## src/rtl/i2cs_pin_conditioner.sv

```systemverilog
// I2C slave pin conditioner: sync -> debounce -> delay per pin, then SCL edge and START/STOP detection.
// Latency SYNC_STAGES+(debounce+1)+(delay+1) to level, +1 to pulses; free-running, no backpressure.
module i2cs_pin_conditioner #(
  parameter int SYNC_STAGES = 2
) (
  input  logic       apb_pclk_i,
  input  logic       apb_presetn_i,
  input  logic       enable_i,
  input  logic [7:0] debounce_len_i,
  input  logic [7:0] scl_delay_len_i,
  input  logic [7:0] sda_delay_len_i,
  input  logic       i2c_scl_i,
  input  logic       i2c_sda_i,
  output logic       scl_o,
  output logic       sda_o,
  output logic       scl_rise_o,
  output logic       scl_fall_o,
  output logic       start_o,
  output logic       stop_o,
  output logic       busy_o
);

  // index 0 = SCL, index 1 = SDA
  logic [1:0]      pin_raw;
  logic [1:0]      pin_out;
  logic [1:0][7:0] dly_len;

  assign pin_raw = {i2c_sda_i, i2c_scl_i};
  assign dly_len = {sda_delay_len_i, scl_delay_len_i};

  for (genvar p = 0; p < 2; p++) begin : g_pin
    logic [SYNC_STAGES-1:0] sync_q;
    logic                   synced;
    logic                   flt_q, flt_d;
    logic [7:0]             cnt_q, cnt_d, dlat_q, dlat_d, db_lim;
    logic                   out_q, out_d, val_q, val_d, pend_q, pend_d;
    logic [7:0]             dcnt_q, dcnt_d, llat_q, llat_d;

    assign synced     = sync_q[SYNC_STAGES-1];
    assign pin_out[p] = out_q;

    // Debounce: the length is sampled on the first differing cycle and held for that count.
    always_comb begin
      flt_d  = flt_q;
      cnt_d  = cnt_q;
      dlat_d = dlat_q;
      db_lim = (cnt_q == 8'd0) ? debounce_len_i : dlat_q;
      if (!enable_i) begin
        flt_d = 1'b1;
        cnt_d = 8'd0;
      end else if (synced == flt_q) begin
        cnt_d = 8'd0;
      end else begin
        if (cnt_q == 8'd0) dlat_d = debounce_len_i;
        if (cnt_q == db_lim) begin
          flt_d = synced;
          cnt_d = 8'd0;
        end else begin
          cnt_d = cnt_q + 8'd1;
        end
      end
    end

    // Inertial delay: a new filtered value restarts the single pending slot.
    always_comb begin
      out_d  = out_q;
      val_d  = val_q;
      pend_d = pend_q;
      dcnt_d = dcnt_q;
      llat_d = llat_q;
      if (!enable_i) begin
        out_d  = 1'b1;
        val_d  = 1'b1;
        pend_d = 1'b0;
        dcnt_d = 8'd0;
      end else if (flt_d != flt_q) begin
        val_d  = flt_d;
        dcnt_d = 8'd0;
        pend_d = 1'b1;
        llat_d = dly_len[p];
      end else if (pend_q) begin
        if (dcnt_q == llat_q) begin
          out_d  = val_q;
          pend_d = 1'b0;
        end else begin
          dcnt_d = dcnt_q + 8'd1;
        end
      end
    end

    always_ff @(posedge apb_pclk_i or negedge apb_presetn_i) begin
      if (!apb_presetn_i) begin
        sync_q <= '1;
        flt_q  <= 1'b1;
        cnt_q  <= 8'd0;
        dlat_q <= 8'd0;
        out_q  <= 1'b1;
        val_q  <= 1'b1;
        pend_q <= 1'b0;
        dcnt_q <= 8'd0;
        llat_q <= 8'd0;
      end else begin
        sync_q <= {sync_q[SYNC_STAGES-2:0], pin_raw[p]};
        flt_q  <= flt_d;
        cnt_q  <= cnt_d;
        dlat_q <= dlat_d;
        out_q  <= out_d;
        val_q  <= val_d;
        pend_q <= pend_d;
        dcnt_q <= dcnt_d;
        llat_q <= llat_d;
      end
    end
  end

  assign scl_o = pin_out[0];
  assign sda_o = pin_out[1];

  logic scl_prev, sda_prev, start_det, stop_det;

  // SCL must be high on both cycles so simultaneous SCL/SDA moves report nothing.
  assign start_det = scl_prev & scl_o & sda_prev & ~sda_o;
  assign stop_det  = scl_prev & scl_o & ~sda_prev & sda_o;

  always_ff @(posedge apb_pclk_i or negedge apb_presetn_i) begin
    if (!apb_presetn_i) begin
      scl_prev   <= 1'b1;
      sda_prev   <= 1'b1;
      scl_rise_o <= 1'b0;
      scl_fall_o <= 1'b0;
      start_o    <= 1'b0;
      stop_o     <= 1'b0;
      busy_o     <= 1'b0;
    end else if (!enable_i) begin
      scl_prev   <= 1'b1;
      sda_prev   <= 1'b1;
      scl_rise_o <= 1'b0;
      scl_fall_o <= 1'b0;
      start_o    <= 1'b0;
      stop_o     <= 1'b0;
      busy_o     <= 1'b0;
    end else begin
      scl_prev   <= scl_o;
      sda_prev   <= sda_o;
      scl_rise_o <= scl_o & ~scl_prev;
      scl_fall_o <= ~scl_o & scl_prev;
      start_o    <= start_det;
      stop_o     <= stop_det;
      if (start_det)     busy_o <= 1'b1;
      else if (stop_det) busy_o <= 1'b0;
    end
  end

endmodule
```

## config.mk

```make
export PLATFORM = sky130hd
export DESIGN_NAME = i2cs_pin_conditioner
export DESIGN_NICKNAME = d
export VERILOG_FILES = /design/src/rtl/i2cs_pin_conditioner.sv
export SDC_FILE = /design/constraint.sdc
export NUM_CORES = 1
export LEC_CHECK = 0
export BUFFER_PORTS_ARGS = -buffer_cell sky130_fd_sc_hd__buf_2
export CAP_MARGIN = 20
export CORE_ASPECT_RATIO = 0.9
export CORE_MARGIN = 1.5
export CORE_UTILIZATION = 50
export CTS_BUF_LIST = sky130_fd_sc_hd__clkbuf_4 sky130_fd_sc_hd__clkbuf_8
export CTS_CLUSTER_SIZE = 24
export DETAILED_ROUTE_END_ITERATION = 10
export GPL_TIMING_DRIVEN = 0
export PLACE_DENSITY_LB_ADDON = 0.1
export SLEW_MARGIN = 25
export SYNTH_ARGS = -nofsm -noshare
export SYNTH_HDL_FRONTEND = slang
export SYNTH_SLANG_ARGS = --single-unit
```

## constraint.sdc

```tcl
create_clock -name apb_pclk_i -period 6 [get_ports apb_pclk_i]
set_input_delay 0.3 -clock apb_pclk_i [delete_from_list [all_inputs] [get_ports apb_pclk_i]]
set_output_delay 0.3 -clock apb_pclk_i [all_outputs]
set_load 0.02 [all_outputs]
```

After elaboration in Yosys (flattened, before gate mapping)
Index checks and enable logic that the tools add are counted.
Widths: inputs -> output; s select.
{ "totals": {"word_cells": 124, "mem_bits_rw": 0, "latch_bits": 0, "romBits": 0, "out_inout_bits": 7, "mem_count": 0, "input_bits": 29, "register_bits": 83} }
{ "op_classes": {"n_reduce_logical": 10, "magnitude_cmp": 0, "shift": 0, "n_addsub": 4, "bitwise": 13, "div_mod_pow": 0, "multipliers": 0, "n_eq_ne": 21, "muxes": 51} }
{ "op_table": {"columns": ["operator", "n"], "rows": [
  ["$mux 8", 16],
  ["$mux 1", 35],
  ["$add 8x1->8 const B", 4],
  ["$eq 8x8->1", 4],
  ["$logic_not 8->1", 2],
  ["$ne 2x1->1 const B", 6],
  ["$reduce_and 2->1", 6],
  ["$ne 3x1->1 const B", 3],
  ["$and 1x1->1", 7],
  ["$ne 3x3->1 const B", 2],
  ["$not 1->1", 6],
  ["$reduce_and 3->1", 2],
  ["$ne 2x2->1 const B", 2],
  ["$eq 1x1->1", 2],
  ["$ne 1x1->1", 2]
]} }

Logic depth before layout (Yosys ltp)
Gate-level depths: netlist of the first run.
{ "depth": {"depth_word": 9, "mapped_depth": 9, "ltp_nobuf": 8} }

Worst setup path before layout of the first run
No wires, ideal clock.
{ "synth_timing": {"path_kind": "register -> register", "startpoint": "reg g_pin[0].cnt_q[0]", "endpoint": "reg g_pin[0].llat_q[0]", "arrival_ns": 2.785, "required_ns": 5.875, "synth_period_minus_slack_ns": 2.910, "setup_time_ns": 0.125, "stages_incl_launch_ff": 10, "n_path_buf": 1, "slack_ns": 3.090, "cell_sequence": "dfrtp_1 -> inv_1 -> ha_1 -> or4b_1 -> or4_4 -> nand4b_4 -> a221oi_4 -> and3_1 -> buf_6 -> mux2_4"} }
{ "synth_between": {"elab_chain_len": 8} }
{ "synth_rtl": {"columns": ["item", "line", "source"], "rows": [
  ["start: declaration", "35", "logic [7:0] cnt_q, cnt_d, dlat_q, dlat_d, db_lim;"],
  ["start signal: assignment", "105", "cnt_q <= cnt_d;"],
  ["$logic_not 8->1", "47", "db_lim = (cnt_q == 8'd0) ? debounce_len_i : dlat_q;"],
  ["$mux 8", "47", null],
  ["$eq 8x8->1 (*)", "55", "if (cnt_q == db_lim) begin"],
  ["$mux 1 (*)", "55", null],
  ["$mux 1 (*)", "51", "end else if (synced == flt_q) begin"],
  ["$mux 1 (*)", "48", "if (!enable_i) begin"],
  ["$ne 1x1->1 (*)", "76", "end else if (flt_d != flt_q) begin"],
  ["$reduce_and 2->1 (no line) (*)", null, null],
  ["end signal: assignment", "111", "llat_q <= llat_d;"],
  ["end: declaration", "37", "logic [7:0] dcnt_q, dcnt_d, llat_q, llat_d;"]
]} }
Mark *: on every way between the ends. The rest lies on a longest branch, timed or not.
A chain may end at the register's enable or synchronous reset.

Worst setup path in the final report of the first run
{ "layout_timing": {"startpoint": "reg g_pin[0].cnt_q[0]", "endpoint": "reg g_pin[0].llat_q[4]"} }
The elaborated chain is that of the path after synthesis.

==> reports/qor.yml, run 1 <==
setup_tns_ns: 0
drv_cap: 0
portBuffers: 35
synth_compound_area_frac: 0.0836
r2r_cells: 9
clk_latency_ns: 0.35
p_leak_nw: 2.31
synthCells: 383
routed_wl_um: 7790
synth-edff-count: 0
synth-simple-area-share: 0.167
cts_buffer_depth: 2
initial_core_util: 0.517
critPathArrivalTime_ns: 3.45
die_y_um: 89.9
syn_nets: 418
grt_pass1_wl_um: 14000
startpoint: "g_pin[0].cnt_q[0]"
synth_area_mm2: 0.00419
hold_path.class: "input port to flop"
synthArstFlopShare: 1.00
power_density_mw_per_mm2: 260
synthAdderAreaFrac: 0.0179
die_area_mm2: 0.00894
worstMarginPinSlew_ns: 0.689
drtIter0Drc: 96
ctsHoldBuffers: 1
fin_area_mm2: 0.00476
via_count: 2882
synth_top_family_by_area: "simple AND/OR/NAND/NOR gates"
antenna_cells: 0
setup_viol: 0
route.detailed.drc: 0
rows: 31
postRouteAntennaNets: 0
setup.worst_path.end_class: "flop"
synth_cell_type_count: 55
pwr-share-clk: 0.366
synth_mux_area_frac: 0.102
relSlewSlack: 0.540
whs_ns: 0.0430
slew_violations: 0
ys_seq_area_frac: 0.499
dpl_cell_area_mm2: 0.00452
nets: 466
status: "completed"
critPathSlowestCell: "dfrtp_1"
drive_gt1_frac: 0.250
antenna_found_initial: 0
required_ns: 6.24
p_int_mw: 0.923
syn2layout_area_growth_pct: 13.5
pwr-share-comb: 0.125
synth_ff_type: "dfrtp_1"
wire_per_inst_um: 14.6
power_switching_mw: 0.315
cts_setup_buffers: 0
syn_avg_cell_area_um2: 10.9
h-tree-depth: 3
ys_warn_count: 0
cts_sinks: 83
globalRouteOverflowTotal: 0
cts_tree: "yes"
pwr-share-seq: 0.509
clock-root-buffer: "clkbuf_8"
via_per_inst: 5.39
io_pins: 36
grt_max_degree: 49
first_pass_iters: 5
criticalPathCategory: "flop to flop"
rsz0062_at_grt: "false"
worstHoldPathCells: 1
cts_resized: 0
final.period_utilization: 0.535
reg2reg_slack_ns: 2.79
grtUsageTotal: 0.195
post-route-min-period_ns: 3.21
clkTransAtPathRegs_ns: 0.09
swShare: 0.255
r2r_start: "g_pin[0].cnt_q[0]"
critPathMaxStageDelay_ns: 0.48
power_mw: 1.24
synth_xor_xnor_area_share: 0.0961
numCtsBuffers: 9
final_common_cell: "dfrtp_1"
start_kind: "flop"
vdd.ir_drop.worst_uv: 156
core_mm2: 0.00811
min_from: "i2c_sda_i"
path_cells: "inv_1, ha_1, or4b_1, or4_4, nand4b_4, a221oi_4, and3_1, buf_6, mux2_4"
grt_pass1_vias: 2947
dp_hpwl_um: 5540
final_cell_mix: "71 x dfrtp_1, 35 x buf_2, 31 x nor2_1, 30 x inv_1, 26 x xor2_1"
routabilityCongestion: 0.817
fmax_mhz: 312
hold_viol: 0
ys_seq_elements: 83
cp_max_fo: 9
die_w_um: 99.5
fin_worst_skew_ns: 0.00894
## registers in the layout (all words and copies together) (netlist names), 2 cells and up
register / cells
g_pin.pend_q: 2
g_pin.dcnt_q: 16
g_pin.flt_q: 2
g_pin.llat_q: 16
g_pin.val_q: 2
g_pin.cnt_q: 16
g_pin.dlat_q: 16
g_pin.sync_q: 4
## critical path: cells and delay by family (launching register included)
family | cells | cell delay [ns]
flops | 1 | 0.48
mux | 1 | 0.31
simple gates | 4 | 1.39
compound gates | 1 | 0.43
buf+inv | 2 | 0.32
fa+ha+maj | 1 | 0.17
## area by class of cell
| class | instances | area, um2 |
|---|---|---|
| multi-input combinational | 264 | 1960 |
| buffer | 6 | 31.3 |
| clock buffer | 10 | 138 |
| tap | 99 | 124 |
| inverter | 30 | 113 |
| clock inverter | 6 | 88.8 |
| fill | 711 | 3350 |
| sequential | 83 | 2090 |
| timing repair buffer | 37 | 215 |
## power by group through the flow
stage / clock [mW] / combinational (mW) / sequential [mW]
6_report: 0.453 / 0.155 / 0.631
5_1_grt: 0.490 / 0.175 / 0.637
4_1_cts: 0.463 / 0.157 / 0.631
3_5_place_dp: 0 / 0.156 / 0.642
3_3_place_gp: 0 / 0.150 / 0.640
2_1_floorplan: 0 / 0.110 / 0.633
## routing by layer
layer	routed length, um	vias up	share of wire	global-route usage
li1	-	1417	-	-
met1	3900	1416	0.50	0.272
met2	3580	47	0.46	0.305
met3	264	2	0.034	0.0498
met4	38	0	0.0049	0.0493
met5	0	-	0	0
## metrics by stage
step / util / setup slack (ns) / instances
finish: 0.587 / 2.79 / 535
global route: 0.587 / 2.64 / 535
CTS: 0.587 / 2.79 / 535
detailed placement: 0.558 / 2.84 / 518
global placement: 0.554 / 2.84 / 517
floorplan: - / 3.09 / 383
## cells by family after synthesis
group / Yosys count
buf+inv: 36
xor+xnor: 46
compound gates: 46
simple gates: 130
mux: 36
flops: 83
fa+ha+maj: 6
## synthesized netlist by cell type, drive strengths merged (2+ instances only)
library cell	n	area [um2]
or3	3	18.8
xor2	26	228
nand2b	7	43.8
nor3	4	20.0
nor4	4	25.0
dfstp	12	315
xnor2	20	175
mux2i	6	60.1
a211oi	3	35.0
clkbuf	4	15.0
o22ai	3	18.8
a222oi	5	50.1
nor2b	4	25.0
and2	10	62.6
o31ai	2	15.0
mux2	30	368
and3	7	45.1
nor2	31	116
a221oi	2	35.0
buf	2	16.3
nand4	9	62.6
a31oi	2	12.5
inv	30	113
nand3	17	85.1
a21oi	9	45.0
a21o	2	16.3
a31o	2	17.5
nand2	25	93.8
ha	6	75.1
or4b	2	20.0
dfrtp	71	1780
o21ai	8	40.0
## path summary, 6_finish.rpt
| check | to |
|---|---|
| min in group asynchronous | g_pin[1].llat_q[5] |
| min | g_pin[1].sync_q[0] |
| max reg2reg | g_pin[0].llat_q[4] |
| max | g_pin[0].llat_q[4] |
| max in group asynchronous | g_pin[0].sync_q[0] |
| min reg2reg | g_pin[1].sync_q[1] |
Note: power is estimated with default switching activity, not from simulation.
==> run 2, diff against run 1 <==
Settings changed: ABC_AREA set to 1.
Clock period 6 ns to 2.6 ns, I/O delays scaled along.
==> run 2 against run 1 <==
Design area increased by 16%. Utilization increased by 1.2 points. Sequential share of layout area decreased by 6.0 points. Largest cell class is now multi-input combinational cells. Largest power group unchanged.
==> reports/qor.yml, run 2 <==
grt_max_degree: 61  # was 49
syn2layout_area_growth_pct: 15.4  # was 13.5%
io_pins: 36  # unchanged
r2r_start: "g_pin[0].cnt_q[0]"  # unchanged
grt_pass1_vias: 3871  # was 2947
slew_violations: 0  # unchanged
synth_top_family_by_area: "simple AND/OR/NAND/NOR gates"  # unchanged
dp.cells: 784  # was 518
hold_path.class: "input port to flop"  # unchanged
die_w_um: 106  # was 99.5 um
clk_latency_ns: 0.36  # was 0.35 ns
final_common_cell: "nand2_1"  # was dfrtp_1
required_ns: 2.86  # was 6.24 ns
fin_worst_skew_ns: 0.0127  # was 0.00894 ns
r2r_cells: 15  # was 9
p_leak_nw: 2.79  # was 2.31 nW
synth-simple-area-share: 0.364  # was 0.167
synth_area_mm2: 0.00478  # was 0.00419 mm2
final.period_utilization: 0.920  # was 0.535
synth_cell_type_count: 28  # was 55
criticalPathCategory: "flop to flop"  # unchanged
fin_util: 0.599  # was 0.587
routed_wl_um: 10400  # was 7790 um
cts_buffer_depth: 2  # unchanged
drive_gt1_frac: 0.147  # was 0.250
routabilityCongestion: 0.901  # was 0.817
antenna_found_initial: 0  # unchanged
drtIter0Drc: 183  # was 96
rows: 33  # was 31
reg2reg_slack_ns: 0.21  # was 2.79 ns
grtUsageTotal: 0.226  # was 0.195
via_count: 4069  # was 2882
yosys.area.top_type: "dfrtp_1"  # unchanged
route.detailed.drc: 0  # unchanged
die_area_mm2: 0.0102  # was 0.00894 mm2
ys_warn_count: 0  # unchanged
post-route-min-period_ns: 2.39  # was 3.21 ns
synth_ff_type: "dfrtp_1"  # unchanged
globalRouteOverflowTotal: 0  # unchanged
dpl_cell_area_mm2: 0.00514  # was 0.00452 mm2
synth_common_cells: "184 x nand2_1, 103 x nand3_1, 71 x dfrtp_1"  # was 71 x dfrtp_1, 31 x nor2_1, 30 x inv_1
power_density_mw_per_mm2: 528  # was 260 mW/mm2
ys_seq_elements: 83  # unchanged
synth_xor_xnor_area_share: 0.0733  # was 0.0961
relSlewSlack: 0.682  # was 0.540
vdd.ir_drop.worst_uv: 296  # was 156 uV
synthAdderAreaFrac: 0.0157  # was 0.0179
cts_sinks: 83  # unchanged
status: "completed"  # unchanged
rsz0062_at_grt: "false"  # unchanged
synthArstFlopShare: 1.00  # unchanged
syn_avg_cell_area_um2: 7.64  # was 10.9 um2
hold_viol: 0  # unchanged
start_kind: "flop"  # unchanged
fin_area_mm2: 0.00551  # was 0.00476 mm2
synthCells: 626  # was 383
antenna_cells: 0  # unchanged
grt_pass1_wl_um: 18000  # was 14000 um
die_y_um: 95.8  # was 89.9 um
ys_seq_area_frac: 0.438  # was 0.499
numCtsBuffers: 9  # unchanged
clkTransAtPathRegs_ns: 0.09  # about the same
via_per_inst: 4.97  # was 5.39
postRouteAntennaNets: 0  # unchanged
initial_core_util: 0.519  # was 0.517
worstMarginPinSlew_ns: 0.477  # was 0.689 ns
yosys.area.top_type_share: 0.372  # was 0.424
synth_mux_area_frac: 0  # was 0.102
startpoint: "g_pin[0].cnt_q[0]"  # unchanged
syn_nets: 661  # was 418
clock-root-buffer: "clkbuf_8"  # unchanged
instances_no_fill: 818  # was 535
final_cell_mix: "184 x nand2_1, 103 x nand3_1, 71 x dfrtp_1, 60 x inv_1, 60 x nor2_1"  # was 71 x dfrtp_1, 35 x buf_2, 31 x nor2_1, 30 x inv_1, 26 x xor2_1
dp_hpwl_um: 7800  # was 5540 um
cp_max_fo: 10  # was 9
synth_compound_area_frac: 0.0314  # was 0.0836
setup_tns_ns: 0  # unchanged
yosysMostFrequentCell: "nand2_1"  # was dfrtp_1
cts_tree: "yes"  # unchanged
synth_area_leaders: "dfrtp_1 37%, nand2_1 14%, nand3_1 11%, dfstp_2 6.6%, inv_1 4.7%"  # was dfrtp_1 42%, dfstp_2 7.5%, mux2_2 5.9%, xor2_1 5.4%, xnor2_1 4.2%
synth-edff-count: 0  # unchanged
regToRegEndpoint: "g_pin[0].llat_q[0]"  # was g_pin[0].llat_q[4]
setup_viol: 0  # unchanged
setup.worst_path.end_class: "flop"  # unchanged
nets: 726  # was 466
h-tree-depth: 3  # unchanged
portBuffers: 35  # unchanged
fmax_mhz: 418  # was 312 MHz
first_pass_iters: 4  # was 5
wire_per_inst_um: 12.7  # was 14.6 um
critPathArrivalTime_ns: 2.65  # was 3.45 ns
drv_cap: 0  # unchanged
core_mm2: 0.00921  # was 0.00811 mm2
endpoint: "g_pin[0].llat_q[0]"  # was g_pin[0].llat_q[4]
[run 2: cell types whose count changed after synthesis, sizes merged, moves of 30 or more]
| cell | previous run | this run |
|---|---|---|
| nand3 | 17 | 105 |
| inv | 30 | 69 |
| mux2 | 30 | 0 |
| nand2 | 25 | 193 |
| nor2 | 31 | 67 |
[run 2: worst max-delay path: stages (launching register included)]
cell and delay (ns):
dfrtp_1 0.44, inv_1 0.13, ha_1 0.18, inv_1 0.07, nor2_4 0.16, buf_6 0.15, nand3_1 0.14, nand3_1 0.12
nand2_1 0.06, nor2_1 0.17, nand2_1 0.12, nor2_4 0.21, nand2_2 0.08, buf_6 0.16, nand2_1 0.06, nand2_1 0.05
[run 2: worst min-delay path by stage]
stage	start	endpoint	slack, ns	depth (start not counted)
6_report	sda_delay_len_i[3]	g_pin[1].llat_q[3]	0.02	3
5_1_grt	scl_delay_len_i[7]	g_pin[0].llat_q[7]	0.009	3
4_1_cts	sda_delay_len_i[3]	g_pin[1].llat_q[3]	0.0006	3
3_5_place_dp	apb_presetn_i	g_pin[0].dlat_q[0]	0.006	1
3_3_place_gp	i2c_sda_i	g_pin[1].sync_q[0]	0.23	1
2_1_floorplan	apb_presetn_i	busy_o	-0.17	0
[run 2: through the flow]
stage / hold WS (ns) / setup WS, ns / power [mW]
global placement: 0.235 / 0.244 / 1.96
floorplan: -0.166 / 0.572 / 1.82
detailed placement: 0.00567 / 0.205 / 1.98
finish: 0.0157 / 0.209 / 2.91
global route: 0.00893 / 0.00528 / 3.09
CTS: 0.000624 / 0.198 / 2.94
[run 2: kinds of logic after synthesis]
family          after synthesis
xor+xnor                     40
buf+inv                      83
flops                        83
compound gates               28
simple gates                386
fa+ha+maj                     6
[run 2: layer usage]
metal,part of all wire,global-route usage,up-vias
met5,0,0,-
met4,0.0077,0.0574,0
met3,0.040,0.0535,8
met2,0.47,0.378,81
met1,0.48,0.298,1858
li1,-,-,2122
[run 2: timing repair]
item / CTS / global route
resized for setup: 0 / 0
hold buffers: 15 / 0
setup buffers: 0 / 3
endpoints found under the setup margin: 0 / 3
hold endpoints to repair: 86 / 0
[run 2: layout make-up]
class / count / area [um2]
sequential: 83 / 2090
fill: 837 / 3690
multi-input combinational: 460 / 2320
clock buffer: 9 / 124
timing repair buffer: 54 / 382
inverter: 70 / 263
tap: 122 / 153
buffer: 13 / 109
clock inverter: 7 / 76.3
[run 2: report_power, final]
group	switching, mW	total, mW	internal [mW]
clock network	0.495	0.944	0.449
logic	0.316	0.513	0.197
registers	0.0649	1.45	1.39
==> run 3, diff against run 2 <==
Clock period 2.6 ns to 2.5 ns, I/O delays scaled along.
==> run 3 against run 2 <==
Global-route usage grew 0.081 points. Non-clock buffer count grew 4. Cell count grew 0.49%. Sequential share of layout area shrank 0.36 points. Hold slack gained 0.00079 ns. Clock skew grew 0.00065 ns. Flip-flop and latch count is the same. Combinational power grew 5.3%. Sequential power grew 4%. Highest routed layer unchanged.
==> reports/qor.yml, run 3 (same netlist as run 2, synthesis figures left out) <==
status: "completed"  # unchanged
setup_viol: 0  # unchanged
setup.worst_path.end_class: "flop"  # unchanged
clk_latency_ns: 0.35  # was 0.36 ns
cts_sinks: 83  # unchanged
antenna_cells: 0  # unchanged
power_mw: 3.03  # was 2.91 mW
final.period_utilization: 0.928  # was 0.920
hold_path.class: "input port to flop"  # unchanged
drv_cap: 0  # unchanged
postRouteAntennaNets: 0  # unchanged
p_leak_nw: 2.81  # was 2.79 nW
reg2reg_slack_ns: 0.18  # was 0.21 ns
route.detailed.drc: 0  # unchanged
n_fill_cell: 830  # was 837
routabilityCongestion: 0.901  # unchanged
fin_worst_skew_ns: 0.0134  # was 0.0127 ns
syn2layout_area_growth_pct: 16.5  # was 15.4%
cts_tree: "yes"  # unchanged
first_pass_iters: 4  # unchanged
globalRouteOverflowTotal: 0  # unchanged
slew_violations: 0  # unchanged
fmax_mhz: 431  # was 418 MHz
numCtsBuffers: 9  # unchanged
start_kind: "flop"  # unchanged
core_mm2: 0.00921  # unchanged
clock-root-buffer: "clkbuf_8"  # unchanged
die_area_mm2: 0.0102  # unchanged
grtUsageTotal: 0.227  # was 0.226
relSlewSlack: 0.685  # was 0.682
die_w_um: 106  # unchanged
portBuffers: 35  # unchanged
clkTransAtPathRegs_ns: 0.09  # about the same
antenna_found_initial: 0  # unchanged
h-tree-depth: 3  # unchanged
hold_viol: 0  # unchanged
via_count: 4065  # was 4069
criticalPathCategory: "flop to flop"  # unchanged
critPathArrivalTime_ns: 2.57  # was 2.65 ns
rows: 33  # unchanged
rsz0062_at_grt: "false"  # unchanged
grt_pass1_wl_um: 18100  # was 18000 um
vdd.ir_drop.worst_uv: 308  # was 296 uV
post-route-min-period_ns: 2.32  # was 2.39 ns
drive_gt1_frac: 0.159  # was 0.147
cp_max_fo: 10  # unchanged
drtIter0Drc: 185  # was 183
power_density_mw_per_mm2: 545  # was 528 mW/mm2
cts_buffer_depth: 2  # unchanged
wire_per_inst_um: 12.6  # was 12.7 um
grt_max_degree: 61  # unchanged
worstMarginPinSlew_ns: 0.471  # was 0.477 ns
final_cell_mix: "180 x nand2_1, 103 x nand3_1, 71 x dfrtp_1, 59 x nor2_1, 58 x inv_1"  # was 184 x nand2_1, 103 x nand3_1, 71 x dfrtp_1, 60 x inv_1, 60 x nor2_1
routed_wl_um: 10400  # about the same
io_pins: 36  # unchanged
via_per_inst: 4.95  # was 4.97
initial_core_util: 0.519  # unchanged
setup_tns_ns: 0  # unchanged
final_common_cell: "nand2_1"  # unchanged
dp_hpwl_um: 7800  # unchanged
grt_pass1_vias: 3888  # was 3871
nets: 730  # was 726
required_ns: 2.75  # was 2.86 ns
die_y_um: 95.8  # unchanged
## run 3: layout make-up
class                   instances  area [um2]  area share
well taps                     122         153      0.0274
clock buffers                   9         124      0.0223
plain buffers                  13         109      0.0196
clock inverters                 7        76.3      0.0137
repair buffers                 58         417      0.0748
inverters                      70         263      0.0472
flip-flops and latches         83        2090       0.376
multi-input cells             460        2330       0.419
## run 3: repair_timing
| action | 4_1_cts | 5_1_grt |
|---|---|---|
| hold endpoints to repair | 88 | 0 |
| setup buffers | 0 | 5 |
| hold buffers | 17 | 0 |
| endpoints found under the setup margin | 0 | 51 |
| resized for setup | 0 | 8 |
## run 3: path summary, 6_finish.rpt
path,startpoint,to,depth (start not counted)
max in group asynchronous,apb_presetn_i,g_pin[1].sync_q[1],3
max,g_pin[0].cnt_q[0],g_pin[0].llat_q[0],15
max reg2reg,g_pin[0].cnt_q[0],g_pin[0].llat_q[0],15
min in group asynchronous,apb_presetn_i,g_pin[0].dlat_q[0],2
min reg2reg,g_pin[1].sync_q[0],g_pin[1].sync_q[1],0
min,scl_delay_len_i[4],g_pin[0].llat_q[4],3
## run 3: critical path: stages, from the launching register on
cell and delay [ns]:
dfrtp_1 0.45, inv_2 0.11, ha_1 0.17, inv_1 0.07
nor2_4 0.16, buf_6 0.15, nand3_1 0.13, nand3_1 0.11
nand2_1 0.07, nor2_2 0.14, nand2_1 0.11, nor2_4 0.21
nand2_2 0.08, buf_6 0.16, nand2_1 0.06, nand2_1 0.05
## run 3: power by group
| group | internal (mW) | switching (mW) |
|---|---|---|
| clock network | 0.467 | 0.512 |
| logic | 0.209 | 0.331 |
| registers | 1.45 | 0.0680 |
| total | 2.12 | 0.911 |
## run 3: routing by layer
metal,wire [um],vias up,GRT usage
met5,0,-,0
met3,351,9,0.0535
met1,5050,1850,0.302
met4,103,0,0.0574
met2,4890,77,0.377
li1,-,2129,-
## run 3: metrics by stage
step	setup slack (ns)	area, um2	hold slack [ns]	instances	util
after floorplan	0.472	4780	-0.171	626	-
after CTS	0.0984	5510	0.00163	817	0.599
final	0.180	5570	0.0165	822	0.605
after global placement	0.144	5110	0.230	783	0.555
after global routing	0.00777	5570	0.00513	822	0.605
after detailed placement	0.105	5140	0.000666	784	0.558
